File: src/rtl/shift_pkg.sv
// Shared definitions for the universal shift register: operation encoding
// and a helper that classifies which operations advance the shift count.
package shift_pkg;

    typedef enum logic [2:0] {
        MODE_HOLD = 3'd0,
        MODE_SHL  = 3'd1,
        MODE_SHR  = 3'd2,
        MODE_ROTL = 3'd3,
        MODE_ROTR = 3'd4,
        MODE_ASR  = 3'd5,
        MODE_LOAD = 3'd6
    } shift_mode_t;

    // Code 7 is reserved and deliberately not counted as a shift.
    function automatic logic is_shift(input shift_mode_t m);
        return (m == MODE_SHL)  || (m == MODE_SHR) || (m == MODE_ROTL) ||
               (m == MODE_ROTR) || (m == MODE_ASR);
    endfunction

endpackage

File: src/rtl/shift_cnt.sv
// Saturating shift counter with a registered one-cycle pulse on the shift
// that first brings the count up to WORDS.
module shift_cnt #(
    parameter int WORDS = 8,
    parameter int CW    = $clog2(WORDS + 1)
) (
    input  logic          clk,
    input  logic          rst,
    input  logic          clr,
    input  logic          inc,
    output logic [CW-1:0] cnt,
    output logic          done
);

    localparam logic [CW-1:0] MAX = CW'(WORDS);

    always_ff @(posedge clk or negedge rst) begin
        if (!rst) begin
            cnt  <= '0;
            done <= 1'b0;
        end else begin
            done <= 1'b0;
            if (clr) begin
                cnt <= '0;
            end else if (inc && (cnt != MAX)) begin
                cnt <= cnt + CW'(1);
                // Only the transition into MAX pulses; shifts while saturated stay silent.
                done <= (cnt == MAX - CW'(1));
            end
        end
    end

endmodule

File: src/rtl/uni_shift_reg.sv
// Universal shift register: load, shift, rotate and arithmetic shift by STEP
// bits, with the evicted bits on sout and a saturating shift count.
module uni_shift_reg
    import shift_pkg::*;
#(
    parameter int WIDTH = 8,
    parameter int STEP  = 1,
    localparam int WORDS = WIDTH / STEP,
    localparam int CW    = $clog2(WORDS + 1)
) (
    input  logic              clk,
    input  logic              rst,
    input  logic              en,
    input  shift_mode_t       mode,
    input  logic [STEP-1:0]   sin,
    input  logic [WIDTH-1:0]  pin,
    output logic [WIDTH-1:0]  out,
    output logic [STEP-1:0]   sout,
    output logic [CW-1:0]     cnt,
    output logic              done
);

    logic cnt_clr;
    logic cnt_inc;

    assign cnt_clr = en && (mode == MODE_LOAD);
    assign cnt_inc = en && is_shift(mode);

    always_ff @(posedge clk or negedge rst) begin
        if (!rst) begin
            out  <= '0;
            sout <= '0;
        end else if (en) begin
            case (mode)
                MODE_SHL: begin
                    out  <= {out[WIDTH-STEP-1:0], sin};
                    sout <= out[WIDTH-1 -: STEP];
                end
                MODE_SHR: begin
                    out  <= {sin, out[WIDTH-1:STEP]};
                    sout <= out[STEP-1:0];
                end
                MODE_ROTL: begin
                    out  <= {out[WIDTH-STEP-1:0], out[WIDTH-1 -: STEP]};
                    sout <= out[WIDTH-1 -: STEP];
                end
                MODE_ROTR: begin
                    out  <= {out[STEP-1:0], out[WIDTH-1:STEP]};
                    sout <= out[STEP-1:0];
                end
                MODE_ASR: begin
                    out  <= {{STEP{out[WIDTH-1]}}, out[WIDTH-1:STEP]};
                    sout <= out[STEP-1:0];
                end
                MODE_LOAD: begin
                    out  <= pin;
                    sout <= '0;
                end
                default: begin
                    out  <= out;
                    sout <= sout;
                end
            endcase
        end
    end

    shift_cnt #(
        .WORDS (WORDS),
        .CW    (CW)
    ) u_cnt (
        .clk  (clk),
        .rst  (rst),
        .clr  (cnt_clr),
        .inc  (cnt_inc),
        .cnt  (cnt),
        .done (done)
    );

endmodule

File: config.mk
export PLATFORM = sky130hd
export DESIGN_NAME = uni_shift_reg
export DESIGN_NICKNAME = d
export VERILOG_FILES = /design/src/rtl/shift_pkg.sv /design/src/rtl/shift_cnt.sv /design/src/rtl/uni_shift_reg.sv
export SDC_FILE = /design/constraint.sdc
export NUM_CORES = 1
export LEC_CHECK = 0
export BUFFER_PORTS_ARGS = -buffer_cell sky130_fd_sc_hd__buf_2
export CAP_MARGIN = 5
export CORE_ASPECT_RATIO = 0.75
export CORE_MARGIN = 8
export CORE_UTILIZATION = 25
export DETAILED_ROUTE_END_ITERATION = 7
export PLACE_DENSITY_LB_ADDON = 0.3
export SYNTH_ARGS = -nofsm -noshare
export SYNTH_HDL_FRONTEND = slang
export SYNTH_SLANG_ARGS = --single-unit
File: constraint.sdc
create_clock -name clk -period 1.5 [get_ports clk]
set_input_delay 0.075 -clock clk [delete_from_list [all_inputs] [get_ports clk]]
set_output_delay 0.075 -clock clk [all_outputs]
set_load 0.03 [all_outputs]
==> After elaboration in Yosys (flattened, before gate mapping) <==
Index checks and enable logic that the tools add are counted.
{ "totals": {"regBits": 14, "input_bits": 15} }
{ "classes": {"reduce_logical": 16, "n_bitwise": 1, "n_addsub": 1, "n_mux": 6, "n_eq_ne": 8} }
{ "ops": {"columns": ["operator", "count"], "rows": [
  ["$pmux W8 S6", 1],
  ["$eq A3 B3 Y1 const B", 3],
  ["$mux W4", 2],
  ["$eq A3 B2 Y1 const B", 2],
  ["$reduce_bool A6 Y1", 1],
  ["$reduce_bool A5 Y1", 1],
  ["$add A4 B1 Y4 const B", 1],
  ["$eq A4 B3 Y1 const B", 1],
  ["$logic_or A1 B1 Y1", 4],
  ["$ne A4 B4 Y1 const B", 1],
  ["$reduce_and A2 Y1", 2],
  ["$eq A3 B1 Y1 const B", 1],
  ["$logic_and A1 B1 Y1", 3],
  ["$pmux W1 S3", 1],
  ["$reduce_and A3 Y1", 1],
  ["$reduce_bool A3 Y1", 1],
  ["$reduce_or A3 Y1", 1],
  ["$mux W1", 2],
  ["$reduce_bool A2 Y1", 1],
  ["$reduce_or A2 Y1", 1],
  ["$not A1 Y1", 1]
]} }

==> Longest topological paths before layout <==
Gate-level depths: netlist of the first run.
{ "logic_depth": {"word_depth": 9, "depth_mapped": 5, "depth_no_buf": 5} }

==> Modules after synthesis <==
From an unflattened synthesis of the first run, not the netlist that was laid out.
{ "unflattened": {"cells_unflattened": 108, "hier_area_um2": 1067.3} }
{ "modules_own_cells": {"columns": ["module", "cells_each", "n_inst", "area_each_um2"], "rows": [
  ["uni_shift_reg", 82, 1, 797.0],
  ["shift_cnt", 26, 1, 270.3]
]} }

==> Worst setup path after synthesis of the first run <==
OpenSTA, ideal clock, no wires.
{ "synth_timing": {"path_type": "flip-flop to flip-flop", "from": "register u_cnt.cnt[0]", "to": "register u_cnt.cnt[0]", "setup_slack_ns": 0.194, "stages_incl_launch_ff": 6, "path_buffers": 0, "t_arrival_ns": 1.165, "required_ns": 1.358, "synth_period_minus_slack_ns": 1.306, "cell_sequence": "dfrtp_1 inv_1 ha_1 nand3b_1 nand3_1 mux2i_1"} }
{ "synth_via": {"elab_chain_len": 3} }
{ "synth_lines": {"columns": ["element", "line", "source"], "rows": [
  ["start, declared", "shift_cnt.sv:11", "output logic [CW-1:0] cnt,"],
  ["start signal, assigned", "shift_cnt.sv:26", "cnt <= cnt + CW'(1);"],
  ["$add A4 B1 Y4 or $ne A4 B4 Y1 (tied branches)", "shift_cnt.sv:26, shift_cnt.sv:25", null],
  ["$mux W4 or $logic_and A1 B1 Y1 (tied branches)", "shift_cnt.sv:25", "end else if (inc && (cnt != MAX)) begin"],
  ["$mux W4 or $reduce_bool A2 Y1 (tied branches)", null, null]
]} }
Parallel ways exist; a longest one is shown, timed or not. The select of a mux whose other input is x is not followed.
A chain may end at the register's enable or synchronous reset.

==> Worst setup path in the final report of the first run <==
{ "layout_timing": {"from": "register out[7]", "to": "register sout"} }
{ "layout_via": {"elab_chain_len": 1} }
{ "layout_lines": {"columns": ["element", "line", "source"], "rows": [
  ["start, declared", "uni_shift_reg.sv:17", "output logic [WIDTH-1:0] out,"],
  ["start signal, assigned", "uni_shift_reg.sv:36", "out <= {out[WIDTH-STEP-1:0], sin};"],
  ["start signal, assigned", "uni_shift_reg.sv:40", "out <= {sin, out[WIDTH-1:STEP]};"],
  ["start signal, assigned", "uni_shift_reg.sv:44", "out <= {out[WIDTH-STEP-1:0], out[WIDTH-1 -: STEP]};"],
  ["$pmux W1 S3", "uni_shift_reg.sv:34", "case (mode)"],
  ["end signal, assigned", "uni_shift_reg.sv:37", "sout <= out[WIDTH-1 -: STEP];"],
  ["end signal, assigned", "uni_shift_reg.sv:41", "sout <= out[STEP-1:0];"],
  ["end signal, assigned", "uni_shift_reg.sv:45", "sout <= out[WIDTH-1 -: STEP];"],
  ["end, declared", "uni_shift_reg.sv:18", "output logic [STEP-1:0] sout,"]
]} }
Every way passes these cells.

==> impl_metrics.json, run 1 <==
{
  "ys_warn_count": 0,
  "ys_types": 42,
  "crit_path_start_kind": "register",
  "layout_common_cells": "buf_2 (28), dfrtp_1 (14), o21ai_0 (10), buf_4 (10), nor3b_1 (8)",
  "die_w_um": 92.7,
  "die-area_um2": 6820,
  "hold_violations": 0,
  "htreeDepth": 1,
  "antenna_found_initial": 0,
  "routed_wl_um": 3090,
  "crit_type": "register to register",
  "avgViaCountPerCell": 4.97,
  "arrival_ns": 1.37,
  "clk_latency_ns": 0.25,
  "rsz0062_at_grt": "false",
  "route.detailed.drc": 0,
  "layout_setup_ws_ns": 0.257,
  "antennaDiodeCount": 0,
  "area_growth_pct": 25.7,
  "final_nets": 171,
  "ir_worst_vdd_uv": 391,
  "syn_inst": 119,
  "cts.sinks": 14,
  "slew_headroom_pct": 69.8,
  "cp-end-kind": "register",
  "max_cap_viol_count": 0,
  "synth_seq_area_share_pct": 31.7,
  "numPortBuffers": 28,
  "antenna_left": 0,
  "grt_pass1_vias": 1047,
  "fill_cells": 482,
  "cts_tree": "done",
  "placed_cells": 205,
  "dp_hpwl_um": 2340,
  "fp-row-count": 21,
  "power.density_nw_per_um2": 1240,
  "min_period_ns": 1.24,
  "grt_pass1_wl_um": 5180,
  "post-place-ws_ns": 0.183,
  "finalSetupTns_ns": 0,
  "grt_max_degree": 25,
  "cts-root-buf": "clkbuf_8",
  "clk_pin_slew_ns": 0.07,
  "finalSetupViolCount": 0,
  "crit_fanout": 6,
  "clock_path_buffers": 2,
  "min_period_over_period_pct": 82.9,
  "syn-num-nets": 136,
  "first_pass_iters": 4,
  "synth_area_per_cell_um2": 9.27,
  "vias": 1044,
  "slew_viol_final": 0,
  "layout-drive-gt1-share_pct": 32.7,
  "core-area_um2": 4360,
  "wl_per_cell_um": 14.7,
  "syn_area_um2": 1100,
  "cts_resized": 0,
  "crit_required_ns": 1.62,
  "dpl_cell_area_um2": 1320,
  "worstMarginPinSlew_ns": 0.453,
  "cts_hold_buf": 1,
  "hold_path_class": "input port to register",
  "die_y_um": 73.5,
  "fmax_ghz": 0.804,
  "drtIter0Drc": 87,
  "clock_skew_ns": 0.00863,
  "mostFrequentLayoutCell": "buf_2",
  "status": "completed",
  "grt_overflow": 0,
  "postCtsSetupRepairBufs": 0,
  "place.gp.congestion": 0.809,
  "track_usage_pct": 9.43,
  "synth_seq_cells": 14,
  "cts_buffers": 3,
  "final_area_um2": 1390,
  "stdcell_count": 210,
  "timing.hold.ws_ns": 0.144,
  "power.leakage_nw": 0.628,
  "io_pins": 29,
  "start_util_pct": 25.3
}
## layer usage
metal | GRT usage, % | wire length, um
met5 | 0 | 0
met4 | 1.60 | 34
met3 | 2.55 | 171
met2 | 15.0 | 1370
met1 | 12.5 | 1510
## flip-flops by register name, summed over array words and instances, names as in the netlist
register and flops:
out 8, u_cnt.cnt 4, sout 1, u_cnt.done 1
## area by class of cell
| type | instances | area, um^2 | area share [%] |
|---|---|---|---|
| clock buffer | 4 | 55.1 | 3.97 |
| sequential | 14 | 350 | 25.2 |
| timing repair buffer | 39 | 225 | 16.2 |
| tap | 57 | 71.3 | 5.14 |
| multi-input combinational | 89 | 659 | 47.5 |
| inverter | 7 | 26.3 | 1.89 |
## final timing paths
path / start / end / slack [ns] / cells after the start
setup / recovery: out[7] / sout / 0.26 / 3
hold / removal: pin[4] / out[4] / 0.14 / 3
setup reg to reg: out[7] / sout / 0.26 / 3
hold reg to reg: u_cnt.cnt[3] / u_cnt.done / 0.51 / 1
max in group asynchronous: rst / u_cnt.cnt[0] / 0.98 / 2
min in group asynchronous: rst / out[7] / 0.26 / 2
## logic make-up (layout without fill, tap and decap cells)
family,Yosys count,count (layout),share of synthesized area (%)
adders and majority gates,2,2,2.27
buffers and inverters,16,50,8.50
AOI/OAI and AO/OA,39,39,27.7
and+or+nand+nor,41,41,23.4
muxes,7,7,6.46
DFF,14,14,31.7
## power by group
part | internal, mW | total [mW] | switching (mW) | leakage [nW]
clock | 0.233 | 0.387 | 0.154 | 0.0288
sequential | 0.475 | 0.612 | 0.136 | 0.173
combinational | 0.275 | 0.722 | 0.447 | 0.427
## Yosys cell counts, drive strengths merged
cell / count / area [um^2]
or2: 1 / 6.26
and2: 1 / 6.26
nor2: 7 / 26.3
a311o: 1 / 10.0
nor3b: 8 / 60.1
or3: 1 / 6.26
o31ai: 7 / 76.3
a22oi: 1 / 7.51
o21ai: 11 / 58.8
nor3: 1 / 5.00
o221ai: 3 / 26.3
mux2i: 6 / 60.1
nand3b: 3 / 22.5
or3b: 1 / 8.76
nand3: 2 / 10.0
a32o: 1 / 10.0
o21bai: 1 / 7.51
buf: 9 / 67.6
o32a: 4 / 40.0
a21boi: 1 / 7.51
o211ai: 2 / 15.0
inv: 7 / 26.3
mux2: 1 / 11.3
o31a: 1 / 8.76
o22a: 1 / 8.76
dfrtp: 14 / 350
nand4b: 1 / 8.76
a21oi: 2 / 10.0
nand4: 2 / 12.5
nor4bb: 1 / 10.0
ha: 2 / 25.0
nor4b: 1 / 23.8
a31oi: 1 / 6.26
nand2b: 3 / 18.8
nand2: 7 / 26.3
o22ai: 2 / 12.5
and3: 1 / 6.26
## metrics by stage
stage / util (%) / total power [mW]
finish: 31.8 / 1.72
floorplan: - / 1.11
detailed placement: 30.3 / 1.35
global placement: 30.3 / 1.33
CTS: 31.8 / 1.74
global route: 31.8 / 1.86
## critical path, stage by stage, from the launching register on
cell,delay (ns)
dfrtp_1,0.46
or3b_2,0.46
o221ai_1,0.08
a22oi_1,0.11
No activity file was read; power rests on OpenSTA's default activity.
==> inputs of run 2 (changes only) <==
Settings changed: ABC_AREA set to 1.
Clock period 1.5 ns to 1.1 ns, I/O delays scaled along.
==> run 2 against run 1 <==
Critical path depth grew 4. Global-route usage shrank 0.65 points. Wire length shrank 14%. Sequential power grew 29%. Critical path type unchanged. Largest power group unchanged. Highest routed layer unchanged.
==> impl_metrics.json, run 2 <==
{
  "area_growth_pct": 33.0,
  "crit_path_start_kind": "register",
  "wl_per_cell_um": 11.3,
  "cts_buffers": 3,
  "synthTopCellsByCount": "nand2_1 (44), nor2_1 (26), nand3_1 (23)",
  "avgViaCountPerCell": 4.21,
  "first_pass_iters": 4,
  "power.leakage_nw": 0.714,
  "crit_fanout": 5,
  "dp_hpwl_um": 2090,
  "ys_warn_count": 0,
  "crit_type": "register to register",
  "worstMarginPinSlew_ns": 0.340,
  "cp-end-kind": "register",
  "antenna_found_initial": 0,
  "core-area_um2": 3950,
  "numPortBuffers": 28,
  "yosys.area.top_type": "dfrtp_1",
  "fin_total_pwr_mw": 2.41,
  "mostFrequentLayoutCell": "nand2_1",
  "route.detailed.drc": 0,
  "routed_wl_um": 2660,
  "vias": 993,
  "top_register": "out",
  "syn_area_um2": 1010,
  "die_y_um": 71.0,
  "clock_path_buffers": 2,
  "async_reset_ff_share_pct": 100,
  "cts-root-buf": "clkbuf_8",
  "yosysMostFrequentCell": "nand2_1",
  "status": "completed",
  "die-area_um2": 6340,
  "fp-row-count": 20,
  "largest_reg_flops": 8,
  "hold_violations": 0,
  "max_cap_viol_count": 0,
  "antenna_left": 0,
  "layout_common_cells": "nand2_1 (44), buf_2 (28), nor2_1 (26)",
  "synth_seq_cells": 14,
  "clk_latency_ns": 0.25,
  "min_period_over_period_pct": 99.9,
  "slew_headroom_pct": 77.3,
  "grt_pass1_wl_um": 4390,
  "ys_types": 21,
  "power.density_nw_per_um2": 1800,
  "grt_overflow": 0,
  "synth_top_area_share_pct": 34.7,
  "finalSetupTns_ns": 0,
  "synth_area_leaders": "dfrtp_1 (35%), nand2_1 (16%), nand3_1 (11%), nor2_1 (9.7%), nand2_4 (5.6%)",
  "syn-num-nets": 160,
  "hold_path_class": "input port to register",
  "clk_pin_slew_ns": 0.06,
  "fmax_ghz": 0.910,
  "arrival_ns": 1.24,
  "reg_top3": "out x8, u_cnt.cnt x4",
  "ir_worst_vdd_uv": 961,
  "layout-drive-gt1-share_pct": 33.7,
  "drtIter0Drc": 20,
  "cts_tree": "done",
  "htreeDepth": 1,
  "slew_viol_final": 0,
  "synthFlopType": "dfrtp_1",
  "place.gp.congestion": 0.819,
  "track_usage_pct": 8.78,
  "grt_pass1_vias": 959,
  "rsz0062_at_grt": "true",
  "clock_skew_ns": 0.00618,
  "final_nets": 199,
  "synth-edff-count": 0,
  "grt_max_degree": 15,
  "syn_inst": 143,
  "synth_area_per_cell_um2": 7.05,
  "start_util_pct": 25.5,
  "cts.sinks": 14,
  "min_period_ns": 1.10,
  "crit_required_ns": 1.24,
  "synth_seq_area_share_pct": 34.7,
  "die_w_um": 89.3,
  "finalSetupViolCount": 0,
  "antennaDiodeCount": 0,
  "io_pins": 29
}
==> run 2: cell types whose count changed after synthesis, moves of 5 or more <==
cell / delta
o21ai_0: -10
nand2_1: +37
nand3_1: +21
mux2i_1: -6
nand2_4: +5
nor3b_1: -8
nor2_1: +19
==> run 2: stage by stage <==
step           instance area [um^2]  hold WS, ns  instances  setup slack [ns]  util [%]
5_1_grt                        1340        0.147        236           -0.0625      33.9
3_5_place_dp                   1260      -0.0157        230          -0.00787      32.0
3_3_place_gp                   1260      -0.0152        230           0.00335      32.0
6_report                       1340        0.132        236          0.000592      33.9
2_1_floorplan                  1030       -0.241        143           -0.0991         -
4_1_cts                        1330        0.135        236          -0.00689      33.7
==> run 2: cell families (layout without fill, tap and decap cells) <==
kind of cell | count (synthesis) | after routing | share of synthesized area, %
buffers and inverters | 16 | 54 | 7.69
xor gates and xnor gates | 2 | 2 | 1.74
adders and majority gates | 2 | 2 | 2.48
DFF | 14 | 14 | 34.7
AOI/OAI and AO/OA | 4 | 4 | 2.48
and+or+nand+nor | 105 | 105 | 50.9
==> run 2: worst paths after layout <==
path	start	end	cells past startpoint	slack (ns)
max reg2reg	u_cnt.cnt[1]	u_cnt.cnt[0]	7	0.0006
max in group asynchronous	rst	u_cnt.cnt[0]	2	0.58
min in group asynchronous	rst	out[7]	2	0.25
min reg2reg	sout	sout	2	0.49
max	u_cnt.cnt[1]	u_cnt.cnt[0]	7	0.0006
min	pin[5]	out[5]	5	0.13
==> run 2: per-layer routing <==
metal | vias up | GRT usage (%) | share of wire (%)
met2 | 23 | 13.4 | 43
met3 | 2 | 3.59 | 7.4
met5 | - | 0 | 0
met4 | 0 | 1.65 | 0.38
met1 | 438 | 11.3 | 49
li1 | 530 | - | -
==> run 2: power breakdown <==
group	internal (mW)	switching [mW]
Clock	0.256	0.185
Combinational	0.442	0.736
Sequential	0.657	0.135
Total	1.35	1.06
==> run 2: cell type report <==
| cell class | count | area (um^2) |
|---|---|---|
| Timing Repair Buffer | 37 | 210 |
| Multi-Input combinational cell | 113 | 613 |
| Sequential cell | 14 | 353 |
| Tap cell | 55 | 68.8 |
| Inverter | 13 | 51.3 |
| Clock buffer | 4 | 45.0 |
| Fill cell | 452 | 2610 |
==> run 2: critical path, cell delays in order, from the launching register on <==
cell and delay, ns:
dfrtp_2 0.42, inv_2 0.08, ha_4 0.14, nand3_4 0.06, nand3_4 0.10, nand2_4 0.07, nand3_1 0.06, nand2_1 0.06
==> run 2: repair_timing <==
item	4_1_cts	5_1_grt
setup buffers	1	0
setup endpoints to repair	4	5
cloned	0	0
hold buffers	1	0
endpoints found under the hold margin	14	0
resized for setup	1	1
pin swaps	1	0
